$ cat config.mk
export PLATFORM = sky130hd
export DESIGN_NAME = memory_arbiter_flat
export DESIGN_NICKNAME = d
export VERILOG_FILES = /design/src/rtl/memory_arbiter_pkg.sv /design/src/rtl/memory_arbiter_if.sv /design/src/rtl/memory_arbiter_stats.sv /design/src/rtl/memory_arbiter.sv /design/src/flat_wrapper.sv
export SDC_FILE = /design/constraint.sdc
export NUM_CORES = 1
export LEC_CHECK = 0
export ABC_AREA = 1
export BUFFER_PORTS_ARGS = -buffer_cell sky130_fd_sc_hd__buf_2
export CAP_MARGIN = 20
export CORE_AREA = 2 2 142 144
export DETAILED_ROUTE_END_ITERATION = 10
export DIE_AREA = 0 0 144 146
export GPL_ROUTABILITY_DRIVEN = 0
export GPL_TIMING_DRIVEN = 0
export PLACE_DENSITY_LB_ADDON = 0.05
export SLEW_MARGIN = 20
export SYNTH_ARGS = -nofsm -noshare
export SYNTH_HDL_FRONTEND = slang
export SYNTH_HIERARCHICAL = 1
export SYNTH_SLANG_ARGS = --single-unit
$ cat constraint.sdc
create_clock -name clk -period 1.3 [get_ports clk]
set_input_delay 0.065 -clock clk [delete_from_list [all_inputs] [get_ports clk]]
set_output_delay 0.065 -clock clk [all_outputs]
set_load 0.005 [all_outputs]
$ cat src/rtl/memory_arbiter_pkg.sv
// Shared types for the I/D-cache main-memory arbiter.
// State encoding, requester IDs and counter width.
package memory_arbiter_pkg;

    typedef enum logic [1:0] {
        IDLE    = 2'd0,
        GRANT_I = 2'd1,
        GRANT_D = 2'd2
    } state_e;

    localparam logic REQ_I = 1'b0;
    localparam logic REQ_D = 1'b1;

    localparam int CNT_W = 32;

    function automatic logic [CNT_W-1:0] sat_inc(
        input logic [CNT_W-1:0] v
    );
        return (v == '1) ? v : v + 1'b1;
    endfunction

endpackage

$ cat src/rtl/memory_arbiter_if.sv
// Bus bundle between the two cache refill paths, memory and the arbiter.
// slave = arbiter view, master = caches/memory/environment view.
interface memory_arbiter_if #(
    parameter int ADDR_W = 32,
    parameter int DATA_W = 32
);
    logic                icache_mem_req;
    logic [ADDR_W-1:0]   icache_mem_addr;
    logic [DATA_W-1:0]   icache_mem_rdata;
    logic                icache_mem_ready;

    logic                dcache_mem_req;
    logic [ADDR_W-1:0]   dcache_mem_addr;
    logic [DATA_W-1:0]   dcache_mem_wdata;
    logic [DATA_W/8-1:0] dcache_mem_be;
    logic                dcache_mem_we;
    logic [DATA_W-1:0]   dcache_mem_rdata;
    logic                dcache_mem_ready;

    logic                mem_req;
    logic [ADDR_W-1:0]   mem_addr;
    logic [DATA_W-1:0]   mem_wdata;
    logic [DATA_W/8-1:0] mem_be;
    logic                mem_we;
    logic [DATA_W-1:0]   mem_rdata;
    logic                mem_ready;

    logic [31:0]         stat_icache_grants;
    logic [31:0]         stat_dcache_grants;
    logic [31:0]         stat_conflicts;

    modport slave (
        input  icache_mem_req, icache_mem_addr,
        output icache_mem_rdata, icache_mem_ready,
        input  dcache_mem_req, dcache_mem_addr,
        input  dcache_mem_wdata, dcache_mem_be, dcache_mem_we,
        output dcache_mem_rdata, dcache_mem_ready,
        output mem_req, mem_addr, mem_wdata, mem_be, mem_we,
        input  mem_rdata, mem_ready,
        output stat_icache_grants, stat_dcache_grants,
        output stat_conflicts
    );

    modport master (
        output icache_mem_req, icache_mem_addr,
        input  icache_mem_rdata, icache_mem_ready,
        output dcache_mem_req, dcache_mem_addr,
        output dcache_mem_wdata, dcache_mem_be, dcache_mem_we,
        input  dcache_mem_rdata, dcache_mem_ready,
        input  mem_req, mem_addr, mem_wdata, mem_be, mem_we,
        output mem_rdata, mem_ready,
        input  stat_icache_grants, stat_dcache_grants,
        input  stat_conflicts
    );

endinterface

$ cat src/rtl/memory_arbiter_stats.sv
// Saturating contention counters for the memory arbiter.
// Only instantiated when MEMORY_ARBITER_STATS_EN is defined.
module memory_arbiter_stats
    import memory_arbiter_pkg::*;
(
    input  logic             clk,
    input  logic             rst,
    input  logic             inc_i,
    input  logic             inc_d,
    input  logic             inc_c,
    output logic [CNT_W-1:0] icache_grants,
    output logic [CNT_W-1:0] dcache_grants,
    output logic [CNT_W-1:0] conflicts
);

    logic [CNT_W-1:0] icache_cnt_q, icache_cnt_d;
    logic [CNT_W-1:0] dcache_cnt_q, dcache_cnt_d;
    logic [CNT_W-1:0] conflict_cnt_q, conflict_cnt_d;

    always_comb begin
        icache_cnt_d   = icache_cnt_q;
        dcache_cnt_d   = dcache_cnt_q;
        conflict_cnt_d = conflict_cnt_q;
        if (inc_i) icache_cnt_d   = sat_inc(icache_cnt_q);
        if (inc_d) dcache_cnt_d   = sat_inc(dcache_cnt_q);
        if (inc_c) conflict_cnt_d = sat_inc(conflict_cnt_q);
    end

    always_ff @(posedge clk) begin
        if (rst) begin
            icache_cnt_q   <= '0;
            dcache_cnt_q   <= '0;
            conflict_cnt_q <= '0;
        end else begin
            icache_cnt_q   <= icache_cnt_d;
            dcache_cnt_q   <= dcache_cnt_d;
            conflict_cnt_q <= conflict_cnt_d;
        end
    end

    assign icache_grants = icache_cnt_q;
    assign dcache_grants = dcache_cnt_q;
    assign conflicts     = conflict_cnt_q;

endmodule

$ cat src/rtl/memory_arbiter.sv
// Round-robin arbiter sharing main memory between I- and D-cache refills.
// Define MEMORY_ARBITER_STATS_EN to build the contention counters.
module memory_arbiter
    import memory_arbiter_pkg::*;
(
    input logic              clk,
    input logic              rst,
    memory_arbiter_if.slave  bus
);

    state_e state_q, state_d;
    logic   last_q, last_d;

    always_ff @(posedge clk) begin
        if (rst) begin
            state_q <= IDLE;
            last_q  <= REQ_D;
        end else begin
            state_q <= state_d;
            last_q  <= last_d;
        end
    end

    always_comb begin
        state_d              = state_q;
        last_d               = last_q;
        bus.mem_req          = 1'b0;
        bus.mem_addr         = '0;
        bus.mem_wdata        = '0;
        bus.mem_be           = '0;
        bus.mem_we           = 1'b0;
        bus.icache_mem_ready = 1'b0;
        bus.dcache_mem_ready = 1'b0;
        unique case (state_q)
            IDLE: begin
                // Ties go to whoever did not win last time.
                if (bus.icache_mem_req && bus.dcache_mem_req)
                    state_d = (last_q == REQ_D) ? GRANT_I : GRANT_D;
                else if (bus.icache_mem_req)
                    state_d = GRANT_I;
                else if (bus.dcache_mem_req)
                    state_d = GRANT_D;
            end
            GRANT_I: begin
                last_d       = REQ_I;
                bus.mem_req  = 1'b1;
                bus.mem_addr = bus.icache_mem_addr;
                bus.mem_be   = '1;
                if (bus.mem_ready) begin
                    bus.icache_mem_ready = 1'b1;
                    state_d              = IDLE;
                end
            end
            GRANT_D: begin
                last_d        = REQ_D;
                bus.mem_req   = 1'b1;
                bus.mem_addr  = bus.dcache_mem_addr;
                bus.mem_wdata = bus.dcache_mem_wdata;
                bus.mem_be    = bus.dcache_mem_be;
                bus.mem_we    = bus.dcache_mem_we;
                if (bus.mem_ready) begin
                    bus.dcache_mem_ready = 1'b1;
                    state_d              = IDLE;
                end
            end
            default: state_d = IDLE;
        endcase
    end

    assign bus.icache_mem_rdata = bus.mem_rdata;
    assign bus.dcache_mem_rdata = bus.mem_rdata;

`ifdef MEMORY_ARBITER_STATS_EN
    logic inc_i, inc_d, inc_c;

    assign inc_i = (state_q == IDLE) && (state_d == GRANT_I);
    assign inc_d = (state_q == IDLE) && (state_d == GRANT_D);
    assign inc_c = (state_q == IDLE) &&
                   bus.icache_mem_req && bus.dcache_mem_req;

    memory_arbiter_stats u_stats (
        .clk           (clk),
        .rst           (rst),
        .inc_i         (inc_i),
        .inc_d         (inc_d),
        .inc_c         (inc_c),
        .icache_grants (bus.stat_icache_grants),
        .dcache_grants (bus.stat_dcache_grants),
        .conflicts     (bus.stat_conflicts)
    );
`else
    assign bus.stat_icache_grants = '0;
    assign bus.stat_dcache_grants = '0;
    assign bus.stat_conflicts     = '0;
`endif

endmodule

$ cat src/flat_wrapper.sv
// flat-port wrapper written by rule: the top's interface ports become plain ports
module memory_arbiter_flat import memory_arbiter_pkg::*;
  (clk, rst, bus_icache_mem_req, bus_icache_mem_addr, bus_icache_mem_rdata, bus_icache_mem_ready, bus_dcache_mem_req, bus_dcache_mem_addr, bus_dcache_mem_wdata, bus_dcache_mem_be, bus_dcache_mem_we, bus_dcache_mem_rdata, bus_dcache_mem_ready, bus_mem_req, bus_mem_addr, bus_mem_wdata, bus_mem_be, bus_mem_we, bus_mem_rdata, bus_mem_ready, bus_stat_icache_grants, bus_stat_dcache_grants, bus_stat_conflicts);
  memory_arbiter_if #(.ADDR_W(32), .DATA_W(32)) bus_i ();
  input logic clk;
  input logic rst;
  input wire logic [$bits(bus_i.icache_mem_req)-1:0] bus_icache_mem_req;
  input wire logic [$bits(bus_i.icache_mem_addr)-1:0] bus_icache_mem_addr;
  output wire logic [$bits(bus_i.icache_mem_rdata)-1:0] bus_icache_mem_rdata;
  output wire logic [$bits(bus_i.icache_mem_ready)-1:0] bus_icache_mem_ready;
  input wire logic [$bits(bus_i.dcache_mem_req)-1:0] bus_dcache_mem_req;
  input wire logic [$bits(bus_i.dcache_mem_addr)-1:0] bus_dcache_mem_addr;
  input wire logic [$bits(bus_i.dcache_mem_wdata)-1:0] bus_dcache_mem_wdata;
  input wire logic [$bits(bus_i.dcache_mem_be)-1:0] bus_dcache_mem_be;
  input wire logic [$bits(bus_i.dcache_mem_we)-1:0] bus_dcache_mem_we;
  output wire logic [$bits(bus_i.dcache_mem_rdata)-1:0] bus_dcache_mem_rdata;
  output wire logic [$bits(bus_i.dcache_mem_ready)-1:0] bus_dcache_mem_ready;
  output wire logic [$bits(bus_i.mem_req)-1:0] bus_mem_req;
  output wire logic [$bits(bus_i.mem_addr)-1:0] bus_mem_addr;
  output wire logic [$bits(bus_i.mem_wdata)-1:0] bus_mem_wdata;
  output wire logic [$bits(bus_i.mem_be)-1:0] bus_mem_be;
  output wire logic [$bits(bus_i.mem_we)-1:0] bus_mem_we;
  input wire logic [$bits(bus_i.mem_rdata)-1:0] bus_mem_rdata;
  input wire logic [$bits(bus_i.mem_ready)-1:0] bus_mem_ready;
  output wire logic [$bits(bus_i.stat_icache_grants)-1:0] bus_stat_icache_grants;
  output wire logic [$bits(bus_i.stat_dcache_grants)-1:0] bus_stat_dcache_grants;
  output wire logic [$bits(bus_i.stat_conflicts)-1:0] bus_stat_conflicts;
  assign bus_i.icache_mem_req = bus_icache_mem_req;
  assign bus_i.icache_mem_addr = bus_icache_mem_addr;
  assign bus_icache_mem_rdata = bus_i.icache_mem_rdata;
  assign bus_icache_mem_ready = bus_i.icache_mem_ready;
  assign bus_i.dcache_mem_req = bus_dcache_mem_req;
  assign bus_i.dcache_mem_addr = bus_dcache_mem_addr;
  assign bus_i.dcache_mem_wdata = bus_dcache_mem_wdata;
  assign bus_i.dcache_mem_be = bus_dcache_mem_be;
  assign bus_i.dcache_mem_we = bus_dcache_mem_we;
  assign bus_dcache_mem_rdata = bus_i.dcache_mem_rdata;
  assign bus_dcache_mem_ready = bus_i.dcache_mem_ready;
  assign bus_mem_req = bus_i.mem_req;
  assign bus_mem_addr = bus_i.mem_addr;
  assign bus_mem_wdata = bus_i.mem_wdata;
  assign bus_mem_be = bus_i.mem_be;
  assign bus_mem_we = bus_i.mem_we;
  assign bus_i.mem_rdata = bus_mem_rdata;
  assign bus_i.mem_ready = bus_mem_ready;
  assign bus_stat_icache_grants = bus_i.stat_icache_grants;
  assign bus_stat_dcache_grants = bus_i.stat_dcache_grants;
  assign bus_stat_conflicts = bus_i.stat_conflicts;
  memory_arbiter u_core (.clk(clk), .rst(rst), .bus(bus_i));
endmodule
# Yosys cells after proc, flatten, opt, wreduce, memory -nomap -nowiden
# Index checks and enable logic that the tools add are counted.
# classes
n_eq_ne,4
muxes,15
n_reduce_logical,5
# ops
op,n
32-bit case mux with 2 select lines,1
32-bit 2-to-1 mux,1
2-bit 2-to-1 mux,5
4-bit case mux with 2 select lines,1
1-bit 2-to-1 mux,5
"4-bit by 3-bit != test with 1-bit output, second input constant",1
2-bit case mux with 2 select lines,1
"2-bit by 1-bit == test with 1-bit output, second input constant",1
"2-bit == test, second input constant",1
2-bit logical NOT,1
"2-bit by 1-bit != test with 1-bit output, second input constant",1
1-bit case mux with 2 select lines,1
2-bit AND reduction,1
2-bit nonzero test,1
2-bit OR reduction,1
1-bit logical AND,1
# totals
register_bits,3
inputBits,138
out_inout_bits,232

# Longest topological paths before layout
# Gate-level depths: netlist (run 1).
# depth
ltp_word,4
depth_mapped,8

# Worst setup path after synthesis (run 1)
# OpenSTA, ideal clock, no wires.
# synth_path
path_kind,register -> register
from,reg u_core.state_q[0]
to,reg u_core.state_q[0]
setup_time_ns,0.113
arrival_time_ns,1.113
t_required_ns,1.187
path_slack_ns,0.075
path_stages_with_launch,8
n_path_buf,1
period_less_slack_ns,1.225
path_cell_list,dfxtp_1 > inv_1 > ha_1 > buf_6 > nand2_2 > nand2_2 > nor2_1 > nor2_1
# synth_between
elab_chain_cells,4
elab_cells_between_ends,8
classes_between,eq/ne: 4; mux: 1; reduce/logical: 3
# synth_lines
item,line_no,text
"start, declared",memory_arbiter.sv:11,"state_e state_q, state_d;"
"start signal, assigned",memory_arbiter.sv:19,state_q <= state_d;
2-bit by 1-bit == test with 1-bit output or 2-bit == test (tied branches),memory_arbiter.sv:34,unique case (state_q)
2-bit OR reduction (no line),--,
2-bit by 1-bit != test with 1-bit output (no line),--,
2-bit AND reduction (no line),--,
# Several ways; a longest one is shown, not always the timed one.
# A chain may end at the register's enable or synchronous reset.

# Final worst setup path (run 1)
# layout_path
from,reg u_core.state_q[1]
to,out bus_mem_addr[0]
# layout_between
elab_chain_cells,2
elab_cells_between_ends,3
classes_between,eq/ne: 2; mux: 1
# layout_lines
item,line_no,text
2-bit == test or 2-bit by 1-bit == test with 1-bit output (tied branches),memory_arbiter.sv:34,
32-bit case mux with 2 select lines (*),memory_arbiter.sv:34,
"end, declared",flat_wrapper.sv:19,output wire logic [$bits(bus_i.mem_addr)-1:0] bus_mem_addr;
# Mark *: on every way between the ends. The rest lies on a longest branch, timed or not.

==> run_results.csv, run 1 <==
group,metric,value,unit
logic_synthesis,synth_top_area_cell,"sky130_fd_sc_hd__buf_4",
placed_design,post-dp-hpwl,9390,um
cts,sinks_on_the_clock_net,3,
cts,clock_root_buffer_master,"sky130_fd_sc_hd__clkbuf_16",
layout,postLayoutCellArea,0.00492,sq mm
grt,maximum_number_of_pins_on_one_net_before_global_route_repair,11,
route,detail_route.drc_violations,0,
worst_setup_path,crit_required,1.24,ns
grt,initial_antenna_violation_count,0,
cts,cts_tree,"yes",
route,via_per_inst,3.09,
logic_synthesis,synth_top_area_share,51.7,%
logic_synthesis,synth_sequential_area_ratio,2.52,%
route,routed-via-count,3091,
hold_path,hold_class,"in2reg",
floorplan,starting_density_of_the_core,12.3,%
cts,clock_tree.htree_level_count,1,
sta,hold_viol_final,0,
worst_setup_path,rr_endpoint,"u_core/state_q[1]",
cts,cts.reportedPaths.clkPinSlew,0.03,ns
worst_setup_path,worst_setup_path_end_kind,"primary output",
outcome,run_status,"finished, violations left",
worst_setup_path,r2r_slack,-0.07,ns
sta,period_share,115,%
route,postRouteAntennaNets,0,
worst_setup_path,crit_arrival,1.43,ns
route,postRouteWirelength,10800,um
worst_setup_path,path_class,"reg2out",
worst_setup_path,cp-startpoint,"u_core/state_q[1]",
logic_synthesis,synth_cell_types,17,
worst_setup_path,r2r-start,"u_core/state_q[1]",
pwr,ir_worst_vdd,0.509,mV
logic_synthesis,postSynthAreaPerCell,6.20,sq um
floorplan,floorplan.die.width,144,um
grt,first_global_vias,2653,
layout,design.final.nets,878,
cts,tritoncts.num_buffers,3,
sta,finalWorstPathRequiredPeriod,1.49,ns
logic_synthesis,syn-cell-area,0.00238,sq mm
grt,grt.overflow.total,0,
sta,fin_skew,0.000724,ns
logic_synthesis,synth-warning-count,6,
flow_run,drv_cap,0,
hold_path,hp-start,"rst",
route,drt-pass1-iter-count,4,
route,wl_per_cell,10.8,um
floorplan,design.die.area,0.0210,sq mm
sta,final_setup_viols,66,
sta,fin_hold_ws,0.0488,ns
logic_synthesis,synthTopCellsByArea,"sky130_fd_sc_hd__buf_4 52%, sky130_fd_sc_hd__nand2_1 17%, sky130_fd_sc_hd__a21oi_2 7.7%, sky130_fd_sc_hd__inv_1 6.5%, sky130_fd_sc_hd__buf_6 4.3%",
cts,clk_lat_worst_skew,0.22,ns
pwr,power_density,1270,mW/mm^2
floorplan,height_of_the_die,146,um
layout,synthToLayoutAreaGrowth,106,%
worst_setup_path,ff2ff_path_depth,9,
hold_path,hold_end,"u_core/last_q",
layout,n_antenna_cell,0,
logic_synthesis,synth_instances,384,
worst_setup_path,path_max_fanout,10,
cts,cts.hold.buffers_added,0,
worst_setup_path,timing.critical_path.from_type,"flip-flop",
grt,all_layer_gr_usage,8.66,%
logic_synthesis,synth-seq-cells,3,
sta,report.final.slew_viol_count,0,
outcome,violations,"negative setup slack",
sta,fin_ws,-0.192,ns
hold_path,worst_hold_path.num_cells,3,
layout,drive_gt1_share,68.0,%
floorplan,rows,51,
floorplan,coreArea,0.0193,sq mm
pwr,power_leakage,0.00310,uW
grt,wire_length_of_the_first_global_routing_pass,14200,um
placed_design,placed_cell_area,0.00428,sq mm
floorplan,io_pins,370,
sta,achievable-frequency,670,MHz
route,initial_drt_markers,30,
cts,cts_max_path_buffers,2,
placed_design,io_buffers,241,
sta,grt_setup_unrepaired,"yes",
## where the power goes
part	switching, uW	internal [uW]
Clock	77.6	404
Sequential	52.0	149
Combinational	2650	2890
## kinds of logic (layout without fill, tap and decap cells)
logic type	after synthesis	count (layout)	share of synthesized area, %
other cells	1	96	0.157
compound gates	35	35	10.7
buf+inv	218	474	64.3
fa+ha+maj	4	4	2.10
flops	3	3	2.52
simple gates	123	123	20.2
## how the worst max path moves through the flow
stage | slack, ns | cells after the start | end
floorplan | 0.07 | 7 | u_core/state_q[0]
detailed placement | -0.19 | 7 | bus_mem_addr[23]
CTS | -0.24 | 7 | bus_mem_addr[6]
global route | -0.26 | 6 | bus_mem_addr[2]
finish | -0.19 | 6 | bus_mem_addr[0]
global placement | -0.20 | 7 | bus_mem_addr[17]
## layout by cell type (no fill, tap or decap)
cell / n
sky130_fd_sc_hd__nand2_8: 1
sky130_fd_sc_hd__a21oi_1: 5
sky130_fd_sc_hd__clkbuf_16: 8
sky130_fd_sc_hd__nand2_2: 20
sky130_fd_sc_hd__dfxtp_4: 2
sky130_fd_sc_hd__inv_8: 1
sky130_fd_sc_hd__ha_2: 1
sky130_fd_sc_hd__buf_8: 3
sky130_fd_sc_hd__dfxtp_1: 1
sky130_fd_sc_hd__nor2_1: 6
sky130_fd_sc_hd__buf_12: 10
sky130_fd_sc_hd__inv_6: 1
sky130_fd_sc_hd__inv_2: 1
sky130_fd_sc_hd__nand3_2: 2
sky130_fd_sc_hd__a21oi_4: 3
sky130_fd_sc_hd__nand3_4: 2
sky130_fd_sc_hd__buf_2: 235
sky130_fd_sc_hd__inv_1: 38
sky130_fd_sc_hd__buf_6: 12
sky130_fd_sc_hd__a21oi_2: 26
sky130_fd_sc_hd__conb_1: 96
sky130_fd_sc_hd__ha_4: 3
sky130_fd_sc_hd__clkbuf_1: 1
sky130_fd_sc_hd__nand2_1: 87
sky130_fd_sc_hd__o21ai_0: 1
sky130_fd_sc_hd__buf_4: 163
sky130_fd_sc_hd__nand2_4: 5
sky130_fd_sc_hd__inv_4: 1
## cells in the mapped netlist
library cell and instances:
sky130_fd_sc_hd__conb_1 1, sky130_fd_sc_hd__ha_1 4, sky130_fd_sc_hd__o21ai_0 1, sky130_fd_sc_hd__inv_4 1, sky130_fd_sc_hd__buf_2 1, sky130_fd_sc_hd__nand2_2 6
sky130_fd_sc_hd__nand3_1 4, sky130_fd_sc_hd__a21oi_1 13, sky130_fd_sc_hd__inv_1 41, sky130_fd_sc_hd__buf_6 9, sky130_fd_sc_hd__buf_8 1, sky130_fd_sc_hd__dfxtp_1 3
sky130_fd_sc_hd__nor2_1 6, sky130_fd_sc_hd__buf_12 1, sky130_fd_sc_hd__nand2_1 107, sky130_fd_sc_hd__a21oi_2 21, sky130_fd_sc_hd__buf_4 164
## area by class of cell
| type | instances | area [sq um] |
|---|---|---|
| buffer | 175 | 1460 |
| fill | 2229 | 14400 |
| tap | 265 | 332 |
| timing repair buffer | 253 | 1450 |
| clock buffer | 4 | 78.8 |
| inverter | 42 | 173 |
| multi-input combinational | 258 | 1360 |
| sequential | 3 | 67.6 |
## per-stage QoR
| step | setup TNS (ns) | setup WS (ns) | total power (uW) | instances | util (%) |
|---|---|---|---|---|---|
| 6_report | -8.91 | -0.192 | 6230 | 1000 | 25.4 |
| 2_1_floorplan | 0 | 0.0746 | 2660 | 479 | - |
| 4_1_cts | -11.85 | -0.245 | 5400 | 995 | 23.7 |
| 5_1_grt | -14.41 | -0.259 | 6820 | 1000 | 25.4 |
| 3_5_place_dp | -4.71 | -0.189 | 4110 | 985 | 22.1 |
| 3_3_place_gp | -4.72 | -0.204 | 4110 | 985 | 22.1 |
## state kept, by name, indices dropped and copies added, names as in the netlist
name,flops
u_core/state_q,2
u_core/last_q,1
## per-layer routing
metal | global-route usage, % | up-vias | wire [um]
met5 | 0 | - | 0
met4 | 1.67 | 0 | 106
met3 | 2.63 | 6 | 1410
met2 | 18.7 | 216 | 6050
met1 | 7.46 | 1284 | 3210
li1 | - | 1585 | -
## critical path, cell delays in order, from the launching register on
cell and delay (ns):
sky130_fd_sc_hd__dfxtp_4 0.37, sky130_fd_sc_hd__inv_4 0.05, sky130_fd_sc_hd__ha_4 0.32, sky130_fd_sc_hd__inv_8 0.07, sky130_fd_sc_hd__buf_12 0.15, sky130_fd_sc_hd__a21oi_4 0.11
sky130_fd_sc_hd__buf_2 0.13
## timing repair
item                                    4_1_cts  5_1_grt
cloned                                        0        5
setup buffers                                 6        1
gates resized for setup                      38       57
hold endpoints to repair                      0        0
pin swaps                                     4       13
endpoints found under the setup margin       73       73
No activity file was read; power rests on OpenSTA's default activity.
==> run 2, diff against run 1 <==
--- a/config.mk
+++ b/config.mk
@@ -5,12 +5,12 @@
 export SDC_FILE = /design/constraint.sdc
 export NUM_CORES = 1
 export LEC_CHECK = 0
-export ABC_AREA = 1
+export ABC_AREA = 0
 export BUFFER_PORTS_ARGS = -buffer_cell sky130_fd_sc_hd__buf_2
 export CAP_MARGIN = 20
-export CORE_AREA = 2 2 142 144
+export CORE_AREA = 2 2 143 145
 export DETAILED_ROUTE_END_ITERATION = 10
-export DIE_AREA = 0 0 144 146
+export DIE_AREA = 0 0 145 147
 export GPL_ROUTABILITY_DRIVEN = 0
 export GPL_TIMING_DRIVEN = 0
 export PLACE_DENSITY_LB_ADDON = 0.05
==> run 2 against run 1 <==
Compared with the run above: the flow still finishes with violations (negative setup slack); clock skew hardly changed; routed wire length fell by 15%; sequential share of layout area up 0.079 points; largest cell class unchanged; die area up 1.4%; largest power group unchanged.
==> run_results.csv, run 2 <==
group,metric,value,unit
outcome,run_status,"finished, violations left",
outcome,violations,"negative setup slack",
cts,clk_lat_worst_skew,0.23,ns
sta,fin_ws,-0.381,ns
cts,cts.hold.buffers_added,0,
sta,hold_viol_final,0,
sta,fin_hold_ws,0.0761,ns
logic_synthesis,post-synth-top-count-cell,"sky130_fd_sc_hd__buf_4",
worst_setup_path,worst_setup_path_end_kind,"primary output",
worst_setup_path,r2r-start,"u_core/state_q[1]",
worst_setup_path,cp-startpoint,"u_core/state_q[1]",
logic_synthesis,synth-edff-count,0,
layout,fillCellCount,2262,
worst_setup_path,rr_endpoint,"u_core/state_q[0]",
worst_setup_path,r2r_slack,-0.13,ns
logic_synthesis,synth_sequential_area_ratio,2.94,%
sta,grt_setup_unrepaired,"yes",
cts,cts_max_path_buffers,2,
floorplan,height_of_the_die,147,um
worst_setup_path,path_class,"reg2out",
worst_setup_path,path_max_fanout,8,
logic_synthesis,synth_top_area_cell,"sky130_fd_sc_hd__buf_4",
grt,maximum_number_of_pins_on_one_net_before_global_route_repair,11,
sta,final_setup_viols,72,
placed_design,placed_cell_area,0.00396,sq mm
logic_synthesis,syn-cell-area,0.00204,sq mm
hold_path,hold_class,"in2reg",
grt,wire_length_of_the_first_global_routing_pass,12800,um
cts,cts_tree,"yes",
worst_setup_path,crit_path_max_incr_delay,0.36,ns
sta,achievable-frequency,595,MHz
placed_design,pre_cts_ws,-0.363,ns
route,postRouteAntennaNets,0,
grt,grt.overflow.total,0,
layout,final_cell_mix,"225 x sky130_fd_sc_hd__buf_2, 164 x sky130_fd_sc_hd__buf_4, 96 x sky130_fd_sc_hd__conb_1",
floorplan,coreArea,0.0198,sq mm
logic_synthesis,synth_top_area_share,58.9,%
logic_synthesis,synth-warning-count,6,
pwr,total_power,2750,uW
floorplan,rows,52,
floorplan,floorplan.die.width,145,um
worst_setup_path,crit_required,1.24,ns
logic_synthesis,postSynthAreaPerCell,7.50,sq um
layout,biggest_registers_after_layout,"u_core/state_q (2), u_core/last_q (1)",
worst_setup_path,timing.critical_path.from_type,"flip-flop",
route,initial_drt_markers,15,
pwr,internal_power,1830,uW
pwr,share_clk_of_total_power,17.9,%
pwr,p_switching,915,uW
logic_synthesis,synth-async-reset-ratio,0,%
cts,cts.reportedPaths.clkPinSlew,0.03,ns
sta,period_share,129,%
pwr,share_seq_of_total_power,5.2,%
grt,initial_antenna_violation_count,0,
floorplan,design.die.area,0.0213,sq mm
route,via_per_inst,2.98,
layout,design.final.nets,766,
worst_setup_path,ff2ff_path_depth,5,
logic_synthesis,ys.flop_type,"sky130_fd_sc_hd__dfxtp_1",
layout,largest_register_ffs,2,
pwr,power_switching_share,33.3,%
cts,sinks_on_the_clock_net,3,
route,drt-pass1-iter-count,2,
sta,finalWorstPathRequiredPeriod,1.68,ns
floorplan,starting_density_of_the_core,10.3,%
placed_design,dpl.cell_count,878,
cts,clock_tree.htree_level_count,1,
pwr,ir_worst_vdd,0.222,mV
grt,first_global_vias,2441,
worst_setup_path,endpoint,"bus_mem_addr[29]",
layout,postLayoutCellArea,0.00448,sq mm
pwr,p_comb_share,76.9,%
grt,globalRoute.busiestLayer,"met2",
cts,clock_root_buffer_master,"sky130_fd_sc_hd__clkbuf_16",
worst_setup_path,crit_path_cell_trace,"inv_4 > ha_4 > and2_4 > buf_12 > buf_8 > a22o_1 > buf_2",
layout,mostFrequentLayoutCell,"sky130_fd_sc_hd__buf_2",
logic_synthesis,synth-seq-cells,3,
logic_synthesis,synth_cell_types,20,
logic_synthesis,synth_instances,272,
flow_run,drv_cap,0,
layout,stdcell_count,893,
layout,n_antenna_cell,0,
pwr,power_density,614,mW/mm^2
route,postRouteWirelength,9200,um
route,routed-via-count,2665,
sta,report.final.slew_viol_count,0,
logic_synthesis,synthTopCellsByArea,"sky130_fd_sc_hd__buf_4 59%, sky130_fd_sc_hd__a22o_1 14%, sky130_fd_sc_hd__and2_1 11%, sky130_fd_sc_hd__dfxtp_1 2.9%, sky130_fd_sc_hd__ha_1 2.5%",
floorplan,io_pins,370,
pwr,power_leakage,0.00276,uW
layout,drive_gt1_share,73.5,%
worst_setup_path,critical_path.slowest_cell,"sky130_fd_sc_hd__dfxtp_4",
placed_design,post-dp-hpwl,8270,um
logic_synthesis,synthTopCellsByCount,"160 x sky130_fd_sc_hd__buf_4, 37 x sky130_fd_sc_hd__and2_1, 32 x sky130_fd_sc_hd__a22o_1",
worst_setup_path,crit_arrival,1.62,ns
cts,tritoncts.num_buffers,3,
layout,synthToLayoutAreaGrowth,119,%
grt,use_met1,5.83,%
grt,all_layer_gr_usage,7.55,%
sta,fin_skew,0.000820,ns
route,detail_route.drc_violations,0,
route,wl_per_cell,10.3,um
grt,grtUsageMet3,1.71,%
grt,grt_util_met2,17.6,%
placed_design,io_buffers,241,
layout,regMostFlops,"u_core/state_q",
[run 2: changes by cell type after synthesis, sizes merged, moves of 7 or more]
cell   previous run  this run
nand2           113         0
inv              42         4
and2              0        37
a22o              0        32
a21oi            34         5
buf             176       169
[run 2: worst min-delay path by stage]
stage                 startpoint                       end  slack, ns  cells after the start
3_5_place_dp   bus_mem_rdata[11]  bus_dcache_mem_rdata[11]       0.30                      2
6_report                     rst         u_core/state_q[0]       0.08                      2
4_1_cts                      rst         u_core/state_q[0]       0.08                      2
5_1_grt                      rst         u_core/state_q[0]       0.09                      2
3_3_place_gp   bus_mem_rdata[18]  bus_dcache_mem_rdata[18]       0.30                      2
2_1_floorplan                rst         u_core/state_q[0]       0.16                      1
[run 2: metal layers]
| layer | vias up | share of wire [%] |
|---|---|---|
| met3 | 8 | 9.4 |
| met2 | 189 | 63 |
| met1 | 1142 | 26 |
| met4 | 0 | 1.3 |
| li1 | 1326 | - |
| met5 | - | 0 |
[run 2: repair_timing]
item / 4_1_cts / 5_1_grt
gates resized for setup: 38 / 46
cloned: 3 / 1
setup endpoints to repair: 72 / 73
setup buffers: 5 / 3
endpoints found under the hold margin: 0 / 0
pin swaps: 7 / 8
[run 2: final cells by class]
cell class	instances	area, sq um	share of cell area (%)
sequential	3	65.1	1.45
timing repair buffer	253	1480	32.9
tap	270	338	7.54
inverter	4	20.0	0.447
clock buffer	4	78.8	1.76
multi-input combinational	188	1140	25.4
buffer	171	1360	30.4
[run 2: through the flow]
stage,utilization (%),TNS [ns]
finish,22.6,-17.81
global route,22.6,-20.67
CTS,21.4,-17.04
detailed placement,19.9,-13.33
global placement,19.9,-13.37
floorplan,-,-0.291
[run 2: kinds of logic (layout without fill, tap and decap cells)]
logic type	count (synthesis)	count (layout)	share of synthesized area, %
other	1	96	0.184
AOI/OAI and AO/OA	40	40	16.0
and+or+nand+nor	47	47	14.3
muxes	1	1	0.491
DFF	3	3	2.94
buffers and inverters	176	432	63.6
adders and majority gates	4	4	2.45
[run 2: power groups by stage]
stage | Sequential (uW) | Combinational [uW] | Clock (uW)
5_1_grt | 147 | 2300 | 509
6_report | 143 | 2110 | 492
4_1_cts | 142 | 1880 | 496
3_3_place_gp | 141 | 1650 | 0
2_1_floorplan | 135 | 977 | 0
3_5_place_dp | 140 | 1630 | 0
[run 2: worst max-delay path: cells and delay by family (launching register included)]
kind / cells / cell delay, ns
AOI/OAI and AO/OA: 1 / 0.18
adders and majority gates: 1 / 0.24
buffers and inverters: 4 / 0.45
DFF: 1 / 0.36
and+or+nand+nor: 1 / 0.15
